File: src/rtl/display_scheduler_pkg.sv
// Shared types and helpers for the seven-segment display scheduler.
// Optional leading-zero blanking is enabled by defining DISPLAY_LZB_EN.
package display_pkg;

    localparam int DIGITS   = 4;
    localparam int NIBBLE_W = 4;

    typedef enum logic [1:0] {
        BLANK  = 2'd0,
        SHOW   = 2'd1,
        PINNED = 2'd2
    } state_e;

    // Digit k stays lit once it or any higher nibble is non-zero.
    function automatic logic [DIGITS-1:0] lzb_mask(
        input logic [DIGITS*NIBBLE_W-1:0] n
    );
        logic [DIGITS-1:0] m;
        logic              seen;
        seen = 1'b0;
        m    = '0;
        for (int k = DIGITS - 1; k >= 0; k--) begin
            seen = seen | (|n[k*NIBBLE_W +: NIBBLE_W]);
            m[k] = seen;
        end
        m[0] = 1'b1;
        return m;
    endfunction

endpackage

File: src/rtl/display_scheduler_if.sv
// Source/control bundle between the value sources and the display scheduler.
// Master drives sources and controls; slave is the scheduler.
interface display_scheduler_if
    import display_pkg::*;
#(
    parameter int NUM_SRC = 4
);
    logic [16*NUM_SRC-1:0]         src_number;
    logic [NUM_SRC-1:0]            src_valid;
    logic                          next_btn;
    logic                          pin_req;
    logic [1:0]                    pin_sel;
    logic [DIGITS*NIBBLE_W-1:0]    number;
    logic [DIGITS-1:0]             dp;
    logic [DIGITS-1:0]             digit_mask;
    logic [1:0]                    cur_src;
    logic                          switched;

    modport master (
        output src_number, src_valid, next_btn, pin_req, pin_sel,
        input  number, dp, digit_mask, cur_src, switched
    );

    modport slave (
        input  src_number, src_valid, next_btn, pin_req, pin_sel,
        output number, dp, digit_mask, cur_src, switched
    );
endinterface

File: src/rtl/display_scheduler_rr_pick.sv
// Round-robin search: first valid index after cur_i, wrapping, ending at cur_i.
module rr_pick
    import display_pkg::*;
#(
    parameter int NUM_SRC = 4
) (
    input  logic [NUM_SRC-1:0] valid_i,
    input  logic [1:0]         cur_i,
    output logic [1:0]         nxt_o,
    output logic               any_o
);
    logic [7:0] v8;
    logic [2:0] idx;

    assign v8    = 8'(valid_i);
    assign any_o = |valid_i;

    // Walk farthest offset first so the nearest valid index wins.
    always_comb begin
        nxt_o = cur_i;
        idx   = '0;
        for (int i = NUM_SRC; i >= 1; i--) begin
            idx = 3'(cur_i) + 3'(i);
            if (idx >= 3'(NUM_SRC)) idx = idx - 3'(NUM_SRC);
            if (v8[idx]) nxt_o = idx[1:0];
        end
    end
endmodule

File: src/rtl/display_scheduler.sv
// Shares one 4-digit display between up to four sources with dwell/pin control.
// Define DISPLAY_LZB_EN to blank leading zero digits.
module display_scheduler
    import display_pkg::*;
#(
    parameter int NUM_SRC = 4,
    parameter int DWELL   = 50_000_000,
    parameter int CNT_W   = 26
) (
    input logic                clk,
    input logic                rst,
    display_scheduler_if.slave bus
);
    state_e             state_q, state_d;
    logic [1:0]         cur_q, cur_d;
    logic [CNT_W-1:0]   cnt_q, cnt_d;
    logic [15:0]        number_q;
    logic [DIGITS-1:0]  dp_q;
    logic               show_q;
    logic               switched_q;

    logic [3:0]         v4;
    logic [63:0]        num_pad;
    logic [1:0]         rr_nxt, low_idx, pin_idx;
    logic               any_v, low_any, advance;
    logic [DIGITS-1:0]  mask_full;

    assign v4      = 4'(bus.src_valid);
    assign num_pad = 64'(bus.src_number);
    assign pin_idx = ({1'b0, bus.pin_sel} >= 3'(NUM_SRC))
                   ? 2'd0 : bus.pin_sel;
    assign advance = (cnt_q == CNT_W'(DWELL - 1))
                   | bus.next_btn
                   | ~v4[cur_q];

    rr_pick #(.NUM_SRC(NUM_SRC)) u_rr (
        .valid_i (bus.src_valid),
        .cur_i   (cur_q),
        .nxt_o   (rr_nxt),
        .any_o   (any_v)
    );

    // Searching from the last index yields the lowest valid source.
    rr_pick #(.NUM_SRC(NUM_SRC)) u_low (
        .valid_i (bus.src_valid),
        .cur_i   (2'(NUM_SRC - 1)),
        .nxt_o   (low_idx),
        .any_o   (low_any)
    );

    always_comb begin
        state_d = state_q;
        cur_d   = cur_q;
        cnt_d   = cnt_q;
        unique case (state_q)
            BLANK: begin
                cnt_d = '0;
                if (bus.pin_req) begin
                    state_d = PINNED;
                    cur_d   = pin_idx;
                end else if (low_any) begin
                    state_d = SHOW;
                    cur_d   = low_idx;
                end
            end
            SHOW: begin
                if (bus.pin_req) begin
                    state_d = PINNED;
                    cur_d   = pin_idx;
                    cnt_d   = '0;
                end else if (!any_v) begin
                    state_d = BLANK;
                    cnt_d   = '0;
                end else if (advance) begin
                    cur_d = rr_nxt;
                    cnt_d = '0;
                end else begin
                    cnt_d = cnt_q + CNT_W'(1);
                end
            end
            PINNED: begin
                cnt_d = '0;
                if (bus.pin_req) cur_d = pin_idx;
                else             state_d = SHOW;
            end
            default: begin
                state_d = BLANK;
                cnt_d   = '0;
            end
        endcase
    end

    always_ff @(posedge clk or negedge rst) begin
        if (!rst) begin
            state_q    <= BLANK;
            cur_q      <= '0;
            cnt_q      <= '0;
            number_q   <= '0;
            dp_q       <= '0;
            show_q     <= 1'b0;
            switched_q <= 1'b0;
        end else begin
            state_q    <= state_d;
            cur_q      <= cur_d;
            cnt_q      <= cnt_d;
            show_q     <= (state_q != BLANK);
            switched_q <= (cur_d != cur_q);
            if (state_q == BLANK) begin
                number_q <= '0;
                dp_q     <= '0;
            end else begin
                number_q <= num_pad[{cur_q, 4'b0000} +: 16];
                dp_q     <= 4'b0001 << cur_q;
            end
        end
    end

`ifdef DISPLAY_LZB_EN
    assign mask_full = lzb_mask(number_q);
`else
    assign mask_full = '1;
`endif

    assign bus.number     = number_q;
    assign bus.dp         = dp_q;
    assign bus.digit_mask = show_q ? mask_full : '0;
    assign bus.cur_src    = cur_q;
    assign bus.switched   = switched_q;
endmodule

File: src/flat_wrapper.sv
// flat-port wrapper written by rule: the top's interface ports become plain ports
module display_scheduler_flat import display_pkg::*;
#(
    parameter int NUM_SRC = 4,
    parameter int DWELL   = 50_000_000,
    parameter int CNT_W   = 26
)
  (clk, rst, bus_src_number, bus_src_valid, bus_next_btn, bus_pin_req, bus_pin_sel, bus_number, bus_dp, bus_digit_mask, bus_cur_src, bus_switched);
  display_scheduler_if #(.NUM_SRC(NUM_SRC)) bus_i ();
  input logic clk;
  input logic rst;
  input wire logic [$bits(bus_i.src_number)-1:0] bus_src_number;
  input wire logic [$bits(bus_i.src_valid)-1:0] bus_src_valid;
  input wire logic [$bits(bus_i.next_btn)-1:0] bus_next_btn;
  input wire logic [$bits(bus_i.pin_req)-1:0] bus_pin_req;
  input wire logic [$bits(bus_i.pin_sel)-1:0] bus_pin_sel;
  output wire logic [$bits(bus_i.number)-1:0] bus_number;
  output wire logic [$bits(bus_i.dp)-1:0] bus_dp;
  output wire logic [$bits(bus_i.digit_mask)-1:0] bus_digit_mask;
  output wire logic [$bits(bus_i.cur_src)-1:0] bus_cur_src;
  output wire logic [$bits(bus_i.switched)-1:0] bus_switched;
  assign bus_i.src_number = bus_src_number;
  assign bus_i.src_valid = bus_src_valid;
  assign bus_i.next_btn = bus_next_btn;
  assign bus_i.pin_req = bus_pin_req;
  assign bus_i.pin_sel = bus_pin_sel;
  assign bus_number = bus_i.number;
  assign bus_dp = bus_i.dp;
  assign bus_digit_mask = bus_i.digit_mask;
  assign bus_cur_src = bus_i.cur_src;
  assign bus_switched = bus_i.switched;
  display_scheduler #(.NUM_SRC(NUM_SRC), .DWELL(DWELL), .CNT_W(CNT_W)) u_core (.clk(clk), .rst(rst), .bus(bus_i));
endmodule
File: config.mk
export PLATFORM = sky130hd
export DESIGN_NAME = display_scheduler_flat
export DESIGN_NICKNAME = d
export VERILOG_FILES = /design/src/rtl/display_scheduler_pkg.sv /design/src/rtl/display_scheduler_if.sv /design/src/rtl/display_scheduler_rr_pick.sv /design/src/rtl/display_scheduler.sv /design/src/flat_wrapper.sv
export SDC_FILE = /design/constraint.sdc
export NUM_CORES = 1
export LEC_CHECK = 0
export BUFFER_PORTS_ARGS = -buffer_cell sky130_fd_sc_hd__buf_2
export CORE_MARGIN = 2
export CORE_UTILIZATION = 25
export DETAILED_ROUTE_END_ITERATION = 6
export PLACE_DENSITY = 0.58
export SLEW_MARGIN = 20
export SYNTH_ARGS = -nofsm -noshare
export SYNTH_HDL_FRONTEND = slang
export SYNTH_SLANG_ARGS = --single-unit
File: constraint.sdc
create_clock -name clk -period 2.5 [get_ports clk]
set_input_delay 0.25 -clock clk [delete_from_list [all_inputs] [get_ports clk]]
set_output_delay 0.25 -clock clk [all_outputs]
set_load 0.02 [all_outputs]
==> results.yml, run 1 <==
run_status:
  outcome: "finished with violations"
  violations: "DRC"
setup_path:
  reg2regPathDepth: 6
  path_depth: 6
  cp.arrival_ns: 2.47
  rrSetupSlack_ns: 0.24
  r2r-start: "u_core.cnt_q[0]$_DFF_PN0_"
  critPathSlowestCell: "nand3_2"
  critPathMaxFanout: 26
  endpoint_kind: "flip-flop"
  critPathTopFamily: "simple AND/OR/NAND/NOR gates"
  crit_chain: "ha_1 -> and4_1 -> and2_1 -> a41oi_2 -> nand3_2 -> nor2_1"
  slowest_delay_ns: 0.50
  r2r_end: "u_core.cnt_q[4]$_DFF_PN0_"
  worstSetupPathType: "reg -> reg"
  critical_path_buf_inv_count: 0
  start_kind: "flip-flop"
  required_ns: 2.71
yosys:
  synth_enable_flop_cells: 0
  ys_seq_elements: 52
  yosysWarnings: 0
  async_flop_share_pct: 100
  synthFlopType: "dfrtp_1"
  netlist_instances: 274
  synth.avg_cell_area_um2: 10.9
  seq_area_frac_synth_pct: 43.7
  synth_fp_nets: 353
  ys_types: 42
  syn_area_um2: 2980
sta:
  period_needed_ns: 2.26
  slew_viol_final: 0
  setup_viol: 0
  whs_ns: 0.239
  fmax_mhz: 442
  relSlewSlack_pct: 46.2
  rsz0062_at_grt: "false"
  timing.setup.tns_ns: 0
  finClkSkew_ns: 0.00496
  worst-slew-pin-transition_ns: 0.800
  setup_ws_ns: 0.238
  fin_crit_sh_pct: 90.5
  finalHoldViolations: 0
worst_hold_path:
  hold_class: "in -> reg"
  worstHoldStart: "bus_pin_req"
  min_path_cells: 2
  hold_path_end: "u_core.state_q[0]$_DFFE_PN0P_"
cells_and_area:
  fin_nets: 453
  final_common_cell: "buf_2"
  layout_common_cells: "100 x buf_2, 50 x dfrtp_1, 37 x nor2_1, 22 x nor2b_1, 19 x nand2_1"
  multi_input_area_um2: 1520
  fillers: 1188
  seqCellArea_um2: 1300
  drive_above_1_share_pct: 39.5
  final_util_pct: 32.8
  synthToLayoutAreaGrowth_pct: 26.9
  n_antenna_cell: 0
cts:
  cts-htree-levels: 2
  cts_buffers: 5
  clk_latency_ns: 0.29
  clk_pin_slew_worst_paths_ns: 0.07
  cts_tree: "done"
  cts_buffer_depth: 2
  cts-root-buf: "clkbuf_16"
  clock_sinks: 52
  cts_setup_buffers: 0
floorplanning:
  die_h_um: 113
  core_um2: 11500
  std_cell_rows: 39
  dieWidth_um: 113
  start_util_pct: 25.8
  fp.dieArea_um2: 12800
  io_pins: 101
grt:
  grt_use_total_pct: 11.3
  grt_pass1_wl_um: 11500
  antenna_found_initial: 0
  grt_max_degree: 28
  grt_overflow: 0
  grt_pass1_vias: 2353
placed_design:
  dp_hpwl_um: 5350
  pre_cts_slack_ns: 0.204
  io_buffer_count: 100
  place_congestion: 0.783
route:
  postRouteAntennaNets: 0
  vias: 2424
  wl_per_cell_um: 13.6
  drt_iter0_drc: 113
  vias_per_cell: 4.68
  drt_pass1_iterations: 6
  drc: 4
  totalWireLength_um: 7030
power_and_ir_drop:
  leakagePower_uw: 0.00168
  peakVddDrop_v: 0.000245
  p_per_area_nw_per_um2: 638
run:
  drv_cap: 0
## worst reg2reg max path, delay by kind of cell (launching register included)
family / cells / cell delay (ns)
simple gates: 4 / 1.20
flops: 1 / 0.41
compound gates: 1 / 0.33
fa+ha+maj: 1 / 0.24
## registers in the layout, indices dropped and copies added, names as in the netlist
| name | flops |
|---|---|
| u_core.bus.number | 16 |
| u_core.bus.cur_src | 2 |
| u_core.state_q | 2 |
| u_core.bus.dp | 4 |
| u_core.cnt_q | 26 |
| u_core.bus.switched | 1 |
| u_core.show_q | 1 |
## timing repair
action,CTS,global route
setup endpoints to repair,0,5
gates resized for setup,0,1
hold endpoints to repair,12,0
hold buffers,1,0
## worst max-delay path by stage
stage	start	end	slack (ns)
after floorplan	u_core.bus.cur_src[0]$_DFF_PN0_	u_core.bus.switched$_DFF_PN0_	0.005
after global placement	u_core.bus.cur_src[1]$_DFF_PN0_	u_core.bus.switched$_DFF_PN0_	0.25
after detailed placement	u_core.bus.cur_src[1]$_DFF_PN0_	u_core.bus.switched$_DFF_PN0_	0.20
after CTS	u_core.bus.cur_src[1]$_DFF_PN0_	u_core.bus.switched$_DFF_PN0_	0.20
after global routing	u_core.cnt_q[0]$_DFF_PN0_	u_core.cnt_q[10]$_DFF_PN0_	0.03
final	u_core.cnt_q[0]$_DFF_PN0_	u_core.cnt_q[4]$_DFF_PN0_	0.24
## power breakdown
part	internal, uW	switching, uW	total, uW
Combinational	361	397	758
Sequential	925	46.5	972
Clock	373	304	677
Total	1660	747	2410
## cell type report
| type | count | area share (%) |
|---|---|---|
| Clock buffer | 6 | 3.41 |
| Clock inverter | 2 | 0.431 |
| Inverter | 9 | 0.895 |
| Multi-Input combinational cell | 196 | 40.4 |
| Sequential cell | 52 | 34.5 |
| Tap cell | 143 | 4.74 |
| Timing Repair Buffer | 110 | 15.6 |
## synthesized netlist by cell type (4+ instances only)
master	count	area, um^2
mux4_2	17	383
nor4_1	8	50.1
dfrtp_1	52	1300
nand2_1	19	71.3
nor2b_1	22	138
nor2_1	37	139
xor2_1	16	140
xnor2_1	8	70.1
and2_1	4	25.0
ha_1	5	62.6
nand3_1	12	60.1
nand4_1	5	31.3
inv_1	9	33.8
buf_2	5	25.0
buf_4	4	30.0
o21ai_0	6	30.0
clkbuf_1	4	15.0
## through the flow
step	power [uW]	cells	area, um^2
floorplan	1510	274	2990
global placement	1750	509	3620
detailed placement	1760	509	3620
CTS	2440	518	3770
global route	2540	518	3780
finish	2410	518	3780
## cells by family (layout without fill, tap and decap cells)
kind of cell               after synthesis  after routing  synth area share [%]
DFF                                     52             52                  43.7
muxes                                   23             23                  15.0
adders and majority gates                5              5                  2.10
and+or+nand+nor                        124            124                  22.0
buffers and inverters                   26            127                  5.09
xor gates and xnor gates                24             24                  7.06
AOI/OAI and AO/OA                       20             20                  5.04
## per-layer routing
metal | GRT usage, % | up-vias | routed length (um)
met5 | 0 | - | 0
met4 | 3.41 | 0 | 53
met3 | 2.89 | 6 | 367
met2 | 18.2 | 60 | 3480
met1 | 15.2 | 1203 | 3130
li1 | - | 1155 | -
No activity file was read; power rests on OpenSTA's default activity.
==> run 2, diff against run 1 <==
--- a/config.mk
+++ b/config.mk
@@ -10,6 +10,7 @@
 export CORE_UTILIZATION = 25
 export DETAILED_ROUTE_END_ITERATION = 6
 export PLACE_DENSITY = 0.58
+export RECOVER_POWER = 100
 export SLEW_MARGIN = 20
 export SYNTH_ARGS = -nofsm -noshare
 export SYNTH_HDL_FRONTEND = slang
==> results.yml, run 2 (same netlist as run 1, synthesis figures left out) <==
floorplanning:
  dieWidth_um: 113
  std_cell_rows: 39
  die_h_um: 113
  io_pins: 101
  start_util_pct: 25.8
  core_um2: 11500
  fp.dieArea_um2: 12800
cts:
  cts-root-buf: "clkbuf_16"
  cts-htree-levels: 2
  cts_buffer_depth: 2
  clk_pin_slew_worst_paths_ns: 0.07
  cts_buffers: 5
  clk_latency_ns: 0.29
  cts_tree: "done"
  clock_sinks: 52
sta:
  finClkSkew_ns: 0.00471
  slew_viol_final: 25
  setup_ws_ns: 0.249
  fmax_mhz: 444
  rsz0062_at_grt: "false"
  relSlewSlack_pct: -0.340
  setup_viol: 0
  worst-slew-pin-transition_ns: 1.51
  finalHoldViolations: 0
  period_needed_ns: 2.25
  timing.setup.tns_ns: 0
  fin_crit_sh_pct: 90.0
cells_and_area:
  seqCellArea_um2: 1300
  fillers: 1202
  final_util_pct: 32.4
  fin_nets: 453
  multi_input_area_um2: 1520
  final_cell_area_um2: 3730
  largest_reg_flops: 26
  synthToLayoutAreaGrowth_pct: 25.4
  largest-register: "u_core.cnt_q"
  n_antenna_cell: 0
  drive_above_1_share_pct: 31.5
  layout_common_cells: "73 x buf_2, 50 x dfrtp_1, 37 x nor2_1, 29 x clkbuf_1, 22 x nor2b_1"
  final_common_cell: "buf_2"
power_and_ir_drop:
  peakVddDrop_v: 0.000244
  leakagePower_uw: 0.00159
  p_per_area_nw_per_um2: 640
worst_hold_path:
  hold_class: "in -> reg"
setup_path:
  worstSetupPathType: "reg -> reg"
  start_kind: "flip-flop"
  required_ns: 2.71
  critPathMaxFanout: 26
  endpoint_kind: "flip-flop"
  cp.arrival_ns: 2.46
route:
  drt_pass1_iterations: 7
  drc: 3
  totalWireLength_um: 7060
  drt_iter0_drc: 116
  wl_per_cell_um: 13.6
  postRouteAntennaNets: 0
  vias: 2427
  vias_per_cell: 4.69
grt:
  grt_use_met3_pct: 2.89
  antenna_found_initial: 0
  grt_max_degree: 28
  grt.met2_usage_pct: 18.2
  gr-max-usage-layer: "met2"
  grt_pass1_wl_um: 11500
  grt_overflow: 0
  grt_use_total_pct: 11.3
  grt_pass1_vias: 2353
  met1_usage_pct: 15.2
placed_design:
  pre_cts_slack_ns: 0.204
  place_congestion: 0.783
  io_buffer_count: 100
  dp_hpwl_um: 5350
  dpl_cell_area_um2: 3620
run:
  drv_cap: 1
run_status:
  outcome: "finished with violations"
  violations: "DRC, capacitance limit, slew limit"
run 2: metal layers:
metal  part of all wire [%]  vias to the layer above
li1                       -                     1154
met1                     44                     1204
met2                     50                       63
met3                    5.3                        6
met4                   0.75                        0
met5                      0                        -
run 2: path summary, 6_finish.rpt:
check                                                        to  cells past startpoint  slack (ns)                       from
worst max-delay path                  u_core.cnt_q[4]$_DFF_PN0_                      6        0.25  u_core.cnt_q[0]$_DFF_PN0_
worst min-delay path              u_core.state_q[0]$_DFFE_PN0P_                      2        0.24                bus_pin_req
worst max register to register        u_core.cnt_q[4]$_DFF_PN0_                      6        0.25  u_core.cnt_q[0]$_DFF_PN0_
worst min register to register        u_core.cnt_q[0]$_DFF_PN0_                      1        0.49  u_core.cnt_q[0]$_DFF_PN0_
max in group asynchronous       u_core.bus.cur_src[1]$_DFF_PN0_                      2        0.66                        rst
min in group asynchronous             u_core.cnt_q[6]$_DFF_PN0_                      2        0.86                        rst
run 2: repair_timing:
item                                    CTS  global route
gates resized for setup                   0             1
buffers inserted                          0             0
endpoints found under the hold margin    12             0
hold buffers                              1             0
endpoints found under the setup margin    0             5
run 2: worst max-delay path, cell delays in order, from the launching register on:
cell     delay [ns]
dfrtp_1        0.41
ha_1           0.24
and4_1         0.23
and2_1         0.19
a41oi_2        0.33
nand3_2        0.49
nor2_1         0.27
run 2: cell type report:
class	instances	share of cell area (%)
clock inverters	2	0.436
clock buffers	6	3.45
flip-flops and latches	52	34.9
well taps	143	4.79
multi-input cells	196	40.7
inverters	9	0.905
repair buffers	110	14.8
run 2: per-stage QoR:
step                      total power [uW]  hold WS (ns)  std cells
after floorplan                       1510       -0.0456        274
after detailed placement              1760         0.315        509
final                                 2390         0.238        518
after global placement                1750         0.307        509
after global routing                  2520         0.257        518
after CTS                             2440         0.243        518
run 2: power breakdown:
| group | internal (uW) | switching, uW | leakage, uW |
|---|---|---|---|
| Sequential | 926 | 49.3 | 0.000685 |
| Clock | 373 | 306 | 0.0000671 |
| Combinational | 336 | 398 | 0.000843 |
| Total | 1640 | 754 | 0.00159 |
